`src/rtl/keypad_pkg.sv`:
```
// Shared types for the keypad key detector: FSM states, key code type and
// the position-to-legend mapping used by display logic.
package keypad_pkg;

  typedef enum logic [1:0] {IDLE, PRESS_DB, HELD, RELEASE_DB} kd_state_t;

  typedef logic [3:0] key_code_t;

  localparam int         NUM_ROWS = 4;
  localparam logic [1:0] LAST_COL = 2'd3;

  // Standard 4x4 legend: 1 2 3 A / 4 5 6 B / 7 8 9 C / * 0 # D, with * -> E, # -> F.
  function automatic logic [3:0] key_to_hex(key_code_t code);
    logic [3:0] hex;
    hex = 4'h0;
    case (code)
      4'b0000: hex = 4'h1;
      4'b0001: hex = 4'h2;
      4'b0010: hex = 4'h3;
      4'b0011: hex = 4'hA;
      4'b0100: hex = 4'h4;
      4'b0101: hex = 4'h5;
      4'b0110: hex = 4'h6;
      4'b0111: hex = 4'hB;
      4'b1000: hex = 4'h7;
      4'b1001: hex = 4'h8;
      4'b1010: hex = 4'h9;
      4'b1011: hex = 4'hC;
      4'b1100: hex = 4'hE;
      4'b1101: hex = 4'h0;
      4'b1110: hex = 4'hF;
      4'b1111: hex = 4'hD;
      default: hex = 4'h0;
    endcase
    return hex;
  endfunction

endpackage

```
`src/rtl/keypad_row_sync.sv`:
```
// Row-line synchronizer with a matching column_index delay, so every synced
// row sample arrives paired with the column that produced it.
module keypad_row_sync #(
  parameter int SYNC_STAGES = 2
) (
  input  logic       slow_clk,
  input  logic       rst,
  input  logic [1:0] column_index,
  input  logic [3:0] row_in,
  output logic [1:0] column_sync,
  output logic [3:0] row_sync
);

  logic [3:0] row_pipe_reg [SYNC_STAGES];
  logic [1:0] col_pipe_reg [SYNC_STAGES];

  always_ff @(posedge slow_clk) begin
    if (rst) begin
      for (int i = 0; i < SYNC_STAGES; i++) begin
        row_pipe_reg[i] <= '0;
        col_pipe_reg[i] <= '0;
      end
    end else begin
      row_pipe_reg[0] <= row_in;
      col_pipe_reg[0] <= column_index;
      for (int i = 1; i < SYNC_STAGES; i++) begin
        row_pipe_reg[i] <= row_pipe_reg[i-1];
        col_pipe_reg[i] <= col_pipe_reg[i-1];
      end
    end
  end

  assign row_sync    = row_pipe_reg[SYNC_STAGES-1];
  assign column_sync = col_pipe_reg[SYNC_STAGES-1];

endmodule

```
`src/rtl/keypad_key_detector.sv`:
```
// Per-frame key resolution plus press/release debounce for the scanned keypad.
// Define KEYPAD_REPEAT_EN to add auto-repeat key_valid pulses while a key is held.
module keypad_key_detector
  import keypad_pkg::*;
#(
  parameter int SYNC_STAGES     = 2,
  parameter int DEBOUNCE_FRAMES = 5,
  parameter int REPEAT_DELAY    = 125,
  parameter int REPEAT_RATE     = 25
) (
  input  logic       slow_clk,
  input  logic       rst,
  input  logic [1:0] column_index,
  input  logic [3:0] row_in,
  output key_code_t  key_code,
  output logic       key_valid,
  output logic       key_pressed,
  output logic       multi_key
);

  localparam int CNT_MAX = (DEBOUNCE_FRAMES > REPEAT_DELAY)
      ? ((DEBOUNCE_FRAMES > REPEAT_RATE) ? DEBOUNCE_FRAMES : REPEAT_RATE)
      : ((REPEAT_DELAY > REPEAT_RATE) ? REPEAT_DELAY : REPEAT_RATE);
  localparam int CNT_W = $clog2(CNT_MAX + 1);
  localparam logic [CNT_W-1:0] DB_LIMIT = CNT_W'(DEBOUNCE_FRAMES);

  logic [1:0] column_sync;
  logic [3:0] row_sync;

  keypad_row_sync #(.SYNC_STAGES(SYNC_STAGES)) u_row_sync (
    .slow_clk     (slow_clk),
    .rst          (rst),
    .column_index (column_index),
    .row_in       (row_in),
    .column_sync  (column_sync),
    .row_sync     (row_sync)
  );

  // Frame accumulators; the hit count only needs to distinguish 0, 1 and many.
  logic [1:0] hit_cnt_reg, hit_cnt_next;
  key_code_t  frame_code_reg, frame_code_next;
  logic       frame_multi_reg, frame_multi_next;
  logic [1:0] row_idx;
  logic       sample_hit, sample_multi, frame_end;
  logic       frame_none, frame_single, frame_multi;

  always_comb begin
    row_idx = 2'd0;
    for (int r = 0; r < NUM_ROWS; r++) begin
      if (row_sync[r]) row_idx = 2'(r);
    end
  end

  assign sample_hit       = $onehot(row_sync);
  assign sample_multi     = (row_sync != 4'd0) && !sample_hit;
  assign hit_cnt_next     = (sample_hit && hit_cnt_reg != 2'd2) ? hit_cnt_reg + 2'd1 : hit_cnt_reg;
  assign frame_code_next  = sample_hit ? {row_idx, column_sync} : frame_code_reg;
  assign frame_multi_next = frame_multi_reg | sample_multi;
  assign frame_end        = (column_sync == LAST_COL);

  // A multi-row sample with no clean hit still makes the frame a multi frame.
  assign frame_none   = (hit_cnt_next == 2'd0) && !frame_multi_next;
  assign frame_single = (hit_cnt_next == 2'd1) && !frame_multi_next;
  assign frame_multi  = !frame_none && !frame_single;

  always_ff @(posedge slow_clk) begin
    if (rst || frame_end) begin
      hit_cnt_reg     <= '0;
      frame_code_reg  <= '0;
      frame_multi_reg <= 1'b0;
    end else begin
      hit_cnt_reg     <= hit_cnt_next;
      frame_code_reg  <= frame_code_next;
      frame_multi_reg <= frame_multi_next;
    end
  end

  kd_state_t        state_reg;
  key_code_t        cand_reg;
  logic [CNT_W-1:0] cnt_reg, cnt_inc;
  logic             same_key, diff_key;

  assign cnt_inc  = (&cnt_reg) ? cnt_reg : cnt_reg + CNT_W'(1);
  assign same_key = frame_single && (frame_code_next == key_code);
  assign diff_key = frame_none || (frame_single && (frame_code_next != key_code));

`ifdef KEYPAD_REPEAT_EN
  localparam logic [CNT_W-1:0] REP_DELAY_LIMIT = CNT_W'(REPEAT_DELAY);
  localparam logic [CNT_W-1:0] REP_RATE_LIMIT  = CNT_W'(REPEAT_RATE);
  logic [CNT_W-1:0] rep_cnt_reg, rep_inc;
  logic             rep_first_reg;
  assign rep_inc = (&rep_cnt_reg) ? rep_cnt_reg : rep_cnt_reg + CNT_W'(1);
`endif

  always_ff @(posedge slow_clk) begin
    if (rst) begin
      state_reg   <= IDLE;
      cand_reg    <= '0;
      cnt_reg     <= '0;
      key_code    <= '0;
      key_valid   <= 1'b0;
      key_pressed <= 1'b0;
      multi_key   <= 1'b0;
`ifdef KEYPAD_REPEAT_EN
      rep_cnt_reg   <= '0;
      rep_first_reg <= 1'b1;
`endif
    end else begin
      key_valid <= 1'b0;
      multi_key <= 1'b0;
      if (frame_end) begin
        multi_key <= frame_multi;
        case (state_reg)
          IDLE: begin
            if (frame_single) begin
              state_reg <= PRESS_DB;
              cand_reg  <= frame_code_next;
              cnt_reg   <= CNT_W'(1);
            end
          end
          PRESS_DB: begin
            if (frame_single && frame_code_next == cand_reg) begin
              if (cnt_inc >= DB_LIMIT) begin
                state_reg   <= HELD;
                key_code    <= cand_reg;
                key_valid   <= 1'b1;
                key_pressed <= 1'b1;
                cnt_reg     <= '0;
              end else begin
                cnt_reg <= cnt_inc;
              end
            end else begin
              state_reg <= IDLE;
              cnt_reg   <= '0;
            end
          end
          HELD: begin
            if (diff_key) begin
              state_reg <= RELEASE_DB;
              cnt_reg   <= CNT_W'(1);
`ifdef KEYPAD_REPEAT_EN
              rep_cnt_reg   <= '0;
              rep_first_reg <= 1'b1;
`endif
            end
`ifdef KEYPAD_REPEAT_EN
            else if (same_key) begin
              if (rep_inc >= (rep_first_reg ? REP_DELAY_LIMIT : REP_RATE_LIMIT)) begin
                key_valid     <= 1'b1;
                rep_cnt_reg   <= '0;
                rep_first_reg <= 1'b0;
              end else begin
                rep_cnt_reg <= rep_inc;
              end
            end
`endif
          end
          RELEASE_DB: begin
            if (same_key) begin
              state_reg <= HELD;
              cnt_reg   <= '0;
            end else if (diff_key) begin
              if (cnt_inc >= DB_LIMIT) begin
                state_reg   <= IDLE;
                key_pressed <= 1'b0;
                cnt_reg     <= '0;
              end else begin
                cnt_reg <= cnt_inc;
              end
            end
          end
          default: state_reg <= IDLE;
        endcase
      end
    end
  end

endmodule

```
`config.mk`:
```
export PLATFORM = sky130hd
export DESIGN_NAME = keypad_key_detector
export DESIGN_NICKNAME = d
export VERILOG_FILES = /design/src/rtl/keypad_pkg.sv /design/src/rtl/keypad_row_sync.sv /design/src/rtl/keypad_key_detector.sv
export SDC_FILE = /design/constraint.sdc
export NUM_CORES = 1
export LEC_CHECK = 0
export CORE_ASPECT_RATIO = 0.5
export CORE_MARGIN = 3
export CORE_UTILIZATION = 30
export DETAILED_ROUTE_END_ITERATION = 7
export GPL_TIMING_DRIVEN = 0
export PLACE_DENSITY = 0.5
export SYNTH_ARGS = -nofsm -noshare
export SYNTH_HDL_FRONTEND = slang
export SYNTH_SLANG_ARGS = --single-unit
```
`constraint.sdc`:
```
create_clock -name slow_clk -period 7.5 [get_ports slow_clk]
set_clock_uncertainty 0.15 [all_clocks]
set_input_delay 0.75 -clock slow_clk [delete_from_list [all_inputs] [get_ports slow_clk]]
set_output_delay 0.75 -clock slow_clk [all_outputs]
set_load 0.01 [all_outputs]
```
=== Word-level counts from Yosys, hierarchy flattened ===
Memories as Yosys holds them, arrays and structs flattened.
Cells that the tools add are included.

* Muxes and demuxes: 35
* Eq/ne operators: 20
* $add $sub $neg: 5
* Reductions and logical operators: 26
* Bitwise logic cells: 8
* $lt $le $gt $ge: 1

{| class="wikitable"
|+ Operators with widths
! cell !! count
|-
| two-way mux 7 bit || 7
|-
| one-hot mux 7 bit (4 select lines) || 1
|-
| two-way mux 2 bit || 12
|-
| != test 2 bit, second input constant || 8
|-
| AND reduction 7 bit || 2
|-
| two-way mux 4 bit || 3
|-
| two-way mux 1 bit || 10
|-
| != test 3 bit, second input constant || 3
|-
| equality test 4 bit || 2
|-
| logical AND 1 bit || 8
|-
| one-hot mux 2 bit (4 select lines) || 1
|-
| AND reduction 4 bit || 2
|-
| adder 7 x 1 -> 7 bit, second input constant || 1
|-
| greater-or-equal comparator 7 x 3 -> 1 bit, second input constant || 1
|-
| equality test 2 bit, second input constant || 3
|-
| AND reduction 6 bit || 1
|-
| bitwise OR 1 bit || 5
|-
| adder 1 x 1 -> 2 bit || 2
|-
| equality test 2 x 1 -> 1 bit, second input constant || 2
|-
| logical NOT 1 bit || 4
|-
| logical NOT 2 bit || 2
|-
| != test 4 bit || 1
|-
| nonzero test 4 bit || 1
|-
| OR reduction 4 bit || 1
|-
| other kinds (9) || 12
|}

* Bits of input ports: 8
* Memories kept: 2
* Word-level logic and storage cells: 107
* Output and inout bits: 7
* Memory bits (writable): 12
* Register bits after elaboration: 27

{| class="wikitable"
|+ Memory list
! name !! depth !! width !! read ports !! clocked after memory_dff !! wr ports !! RTL line !! RTL
|-
| u_row_sync.row_pipe_reg || 2 || 4 || 2 || 0 || 2 || keypad_row_sync.sv:14 || <nowiki>logic [3:0] row_pipe_reg [SYNC_STAGES];</nowiki>
|-
| u_row_sync.col_pipe_reg || 2 || 2 || 2 || 0 || 2 || keypad_row_sync.sv:15 || <nowiki>logic [1:0] col_pipe_reg [SYNC_STAGES];</nowiki>
|}

=== Depth between registers and ports, before layout ===
An unclocked memory read counts as a cell.

* Word-level depth: 14
* Depth in mapped cells: 16
* Gate-level depth less buffers: 12

=== By module ===
A second synthesis with hierarchy kept.

* Cell total of the unflattened synthesis: 235
* Area total of the unflattened synthesis: 2198.4 sq um

{| class="wikitable"
|+ By module, submodules not included
! module !! instances !! sequential area each (sq um) !! area an instance (sq um) !! cells an instance
|-
| keypad_key_detector || 1 || 540.5 || 1786.7 || 204
|-
| keypad_row_sync || 1 || 240.2 || 411.6 || 31
|}

=== Worst setup path before layout ===
OpenSTA, ideal clock, no wires.

* Path type: flip-flop to flip-flop
* From: mem u_row_sync.row_pipe_reg[1][3], in the netlist u_row_sync.row_pipe_reg[0][7]
* To: reg state_reg[0]
* Path slack: 3904 ps
* Setup time: 121 ps
* Data arrival time: 3325 ps
* Stages on the path, launching flop included: 16
* Buffers on the path: 3
* Required time: 7229 ps
* Clock period less this slack: 3596 ps
* Path through: dfxtp_1 -> buf_2 -> inv_1 -> fa_1 -> inv_1 -> ha_1 -> ha_1 -> or3b_1 -> buf_6 -> buf_8 -> o2111ai_2 -> o311a_1 -> nor4_1 -> or3b_1 -> and3_1 -> mux2_4

{| class="wikitable"
|+ RTL lines
! what !! RTL line !! RTL
|-
| start: declaration || keypad_row_sync.sv:14 ||
|-
| end signal: assignment || keypad_key_detector.sv:97 || <nowiki>state_reg <= IDLE;</nowiki>
|-
| end signal: assignment || keypad_key_detector.sv:116 || <nowiki>state_reg <= PRESS_DB;</nowiki>
|-
| end signal: assignment || keypad_key_detector.sv:124 || <nowiki>state_reg <= HELD;</nowiki>
|-
| end: declaration || keypad_key_detector.sv:78 || <nowiki>kd_state_t state_reg;</nowiki>
|}

==> results by group <==
Floorplan
  – Die W: 125 um
  – Height of the die: between 60 and 70 um
  – CORE AREA: 6460 um^2
  – Starting Density: 32.9%
  – IO Pins: 15
  – Row count: 20
  – Die Footprint: 8200 um^2

Placed design
  – HPWL after detailed placement: approximately 3500 um
  – Worst slack, placed: 3600 ps
  – Post-Place Cell Area: between 2000 and 2500 um^2
  – Port Buffer Count: 13
  – GPL Wtd Cong: slightly above 0.8

Clock network
  – Max Buffers Root-to-Sink: 2
  – H-tree Lvls: 2
  – Root Buffer: clkbuf_16
  – Setup repair bufs after CTS: 0
  – Post-CTS sizing: 0
  – Cts hold-fix bufs: 0
  – Clk slew on worst S/H paths: 60 ps
  – Clock Latency Late Sink: approximately 290 ps
  – CTS tree: yes
  – Clock Sinks: 39
  – CTS Buf Count: 5

STA
  – Final Hold Fails: 0
  – Worst hold slack: around 290 ps
  – Max Fclk: about 0.26 GHz
  – Setup tns final: 0 ps
  – Least-Margin Pin Slew: 889 ps
  – Max transition margin: 40.3%
  – Final setup violation count: 0
  – RSZ-0062 raised after global routing: no
  – Final min period: 3910 ps
  – Final worst slack: 3590 ps
  – Max Transition Viols Final: 0
  – Period utilization: between 50% and 60%

Run status
  – Status: finished, final reports clean

Critical path
  – WP buf/inv: 5
  – WP data required: ~7500 ps
  – R2r setup slk: 3590 ps
  – CP max-delay cell: fa_1
  – Crit-path cells: buf_2 -> inv_1 -> fa_1 -> inv_1 -> ha_1 -> ha_1 -> or3b_1 -> buf_6 -> buf_8 -> a21oi_1 -> a32oi_1 -> nor4_1 -> or3b_1 -> and3_1 -> mux2_4
  – Arr. time, crit path: 3930 ps
  – Crit path kind: reg -> reg
  – Slowest cell delay on critical path: 480 ps
  – Worst path top cell family by delay: simple AND/OR/NAND/NOR gates
  – Crit path max fanout: 10
  – Crit. End Element: flop
  – Worst Setup Start Kind: flop

Yosys
  – Area contributors post-synth: dfxtp_1 (37%), mux2i_1 (4.7%), nor2b_1 (4.1%)
  – Area fraction of the dominant cell type after synthesis: between 30% and 40%
  – Register bit total from synthesis: 39
  – Cell area after synthesis: 2130 um^2
  – Dominant synthesized flop cell: dfxtp_1
  – Synth Area per Inst: 9.25 um^2
  – Netlist cell types: between 60 and 70
  – Synth Net Count: ~240
  – Cell taking the most area after synthesis: dfxtp_1
  – Post-synth EDFFs: 0
  – Most frequent cell after synthesis: dfxtp_1
  – Synth cell count leaders: dfxtp_1 (39), nor2_1 (23), nand2_1 (17)
  – Synth warn: 0
  – Post-synthesis sequential area ratio: 36.7%
  – Synth async-reset ratio: 0%
  – Post-Syn Instances: 230

Final layout
  – Share of cells above drive strength 1: between 10% and 20%
  – Post-route cell area: approximately 2500 um^2
  – Utilization after layout: 39.3%
  – N_diodes: 0
  – Max reg flops: 8
  – Layout net count: 264
  – P&R area growth vs syn: 19.4%

Power and ir drop
  – Power per cell area: about 220 nW/um^2
  – Maximum VDD drop: 0.0729 mV
  – Leakage: 0.000937 uW

GRT
  – Antenna violations before repair: 0
  – GR Overflow Total: 0
  – First-pass GRT wire length: 8180 um
  – Largest net degree at the start of global routing: 15
  – Vias in the first global route: 1639
  – Gr usage total: 12.6%

Drt
  – Vias/cell: 5.02
  – Routed WL: 4740 um
  – DR WL/cell: 14.0 um
  – Drt drc: 0
  – Routed vias: 1702
  – Iter 0 DRT Violations: 90
  – ANT nets after route: 0
  – DRT Pass-1 Iters: 4

Worst hold path
  – Hold Path Class: reg -> reg

Run
  – MaxCap Viol Count: 0
[report_power, final]
| part | leakage, uW | switching [uW] | internal [uW] |
|---|---|---|---|
| logic | 0.000539 | 48.7 | 35.8 |
| clock network | 0.0000804 | 87.9 | 158 |
| registers | 0.000317 | 4.63 | 214 |
| total | 0.000937 | 141 | 408 |
[worst register-to-register path, stage by stage (launching register included)]
cell	delay, ps
dfxtp_1	300
buf_2	180
inv_1	70
fa_1	480
inv_1	40
ha_1	170
ha_1	340
or3b_1	400
buf_6	150
buf_8	130
a21oi_1	160
a32oi_1	140
nor4_1	390
or3b_1	210
and3_1	180
mux2_4	290
[metal layers]
layer / wire length (um) / share of wire [%] / track usage (%) / up-vias
li1: - / - / - / 860
met1: 2470 / 52 / 17.3 / 803
met2: 2000 / 42 / 19.7 / 31
met3: 196 / 4.1 / 2.68 / 8
met4: 68 / 1.4 / 4.46 / 0
met5: 0 / 0 / 0 / -
[metrics by stage]
| step | total power (uW) | instances |
|---|---|---|
| 2_1_floorplan | 288 | 230 |
| 3_3_place_gp | 305 | 331 |
| 3_5_place_dp | 307 | 331 |
| 4_1_cts | 555 | 339 |
| 5_1_grt | 575 | 339 |
| 6_report | 549 | 339 |
[cells by family after synthesis]
kind of cell,count (synthesis),synth area share (%)
AOI/OAI and AO/OA,45,18.5
buffers and inverters,23,5.41
and+or+nand+nor,101,28.1
DFF,39,36.7
xor gates and xnor gates,5,2.06
muxes,11,5.41
adders and majority gates,6,3.88
[final timing paths]
path                            startpoint                             to  cells after the start
max reg2reg  u_row_sync.row_pipe_reg[0][7]                   state_reg[0]                     15
max          u_row_sync.row_pipe_reg[0][7]                   state_reg[0]                     15
min reg2reg  u_row_sync.col_pipe_reg[0][1]  u_row_sync.col_pipe_reg[0][3]                      1
min          u_row_sync.col_pipe_reg[0][1]  u_row_sync.col_pipe_reg[0][3]                      1
[area by class of cell]
class	instances	area, um^2
clock buffer	5	125
buffer	11	70.1
timing repair buffer	13	130
inverter	12	45.0
sequential	39	781
tap	88	110
multi-input combinational	168	1230
fill	657	3920
clock inverter	3	46.3
[placed cells by master (no fill, tap or decap), types with 3 or more instances in the layout]
cell / instances
clkbuf_16: 5
nor2b_1: 14
nand2b_1: 5
xnor2_1: 3
nor2_1: 23
nand2_1: 17
inv_1: 12
a21oi_1: 11
nor4_1: 4
mux2i_1: 10
a211oi_2: 4
clkbuf_1: 6
clkdlybuf4s50_1: 13
ha_1: 5
dfxtp_1: 39
o21ai_0: 4
nand3_1: 8
or3b_1: 3
nand4_1: 3
nor3_1: 4
and3_1: 3
No activity file was read; power rests on OpenSTA's default activity.
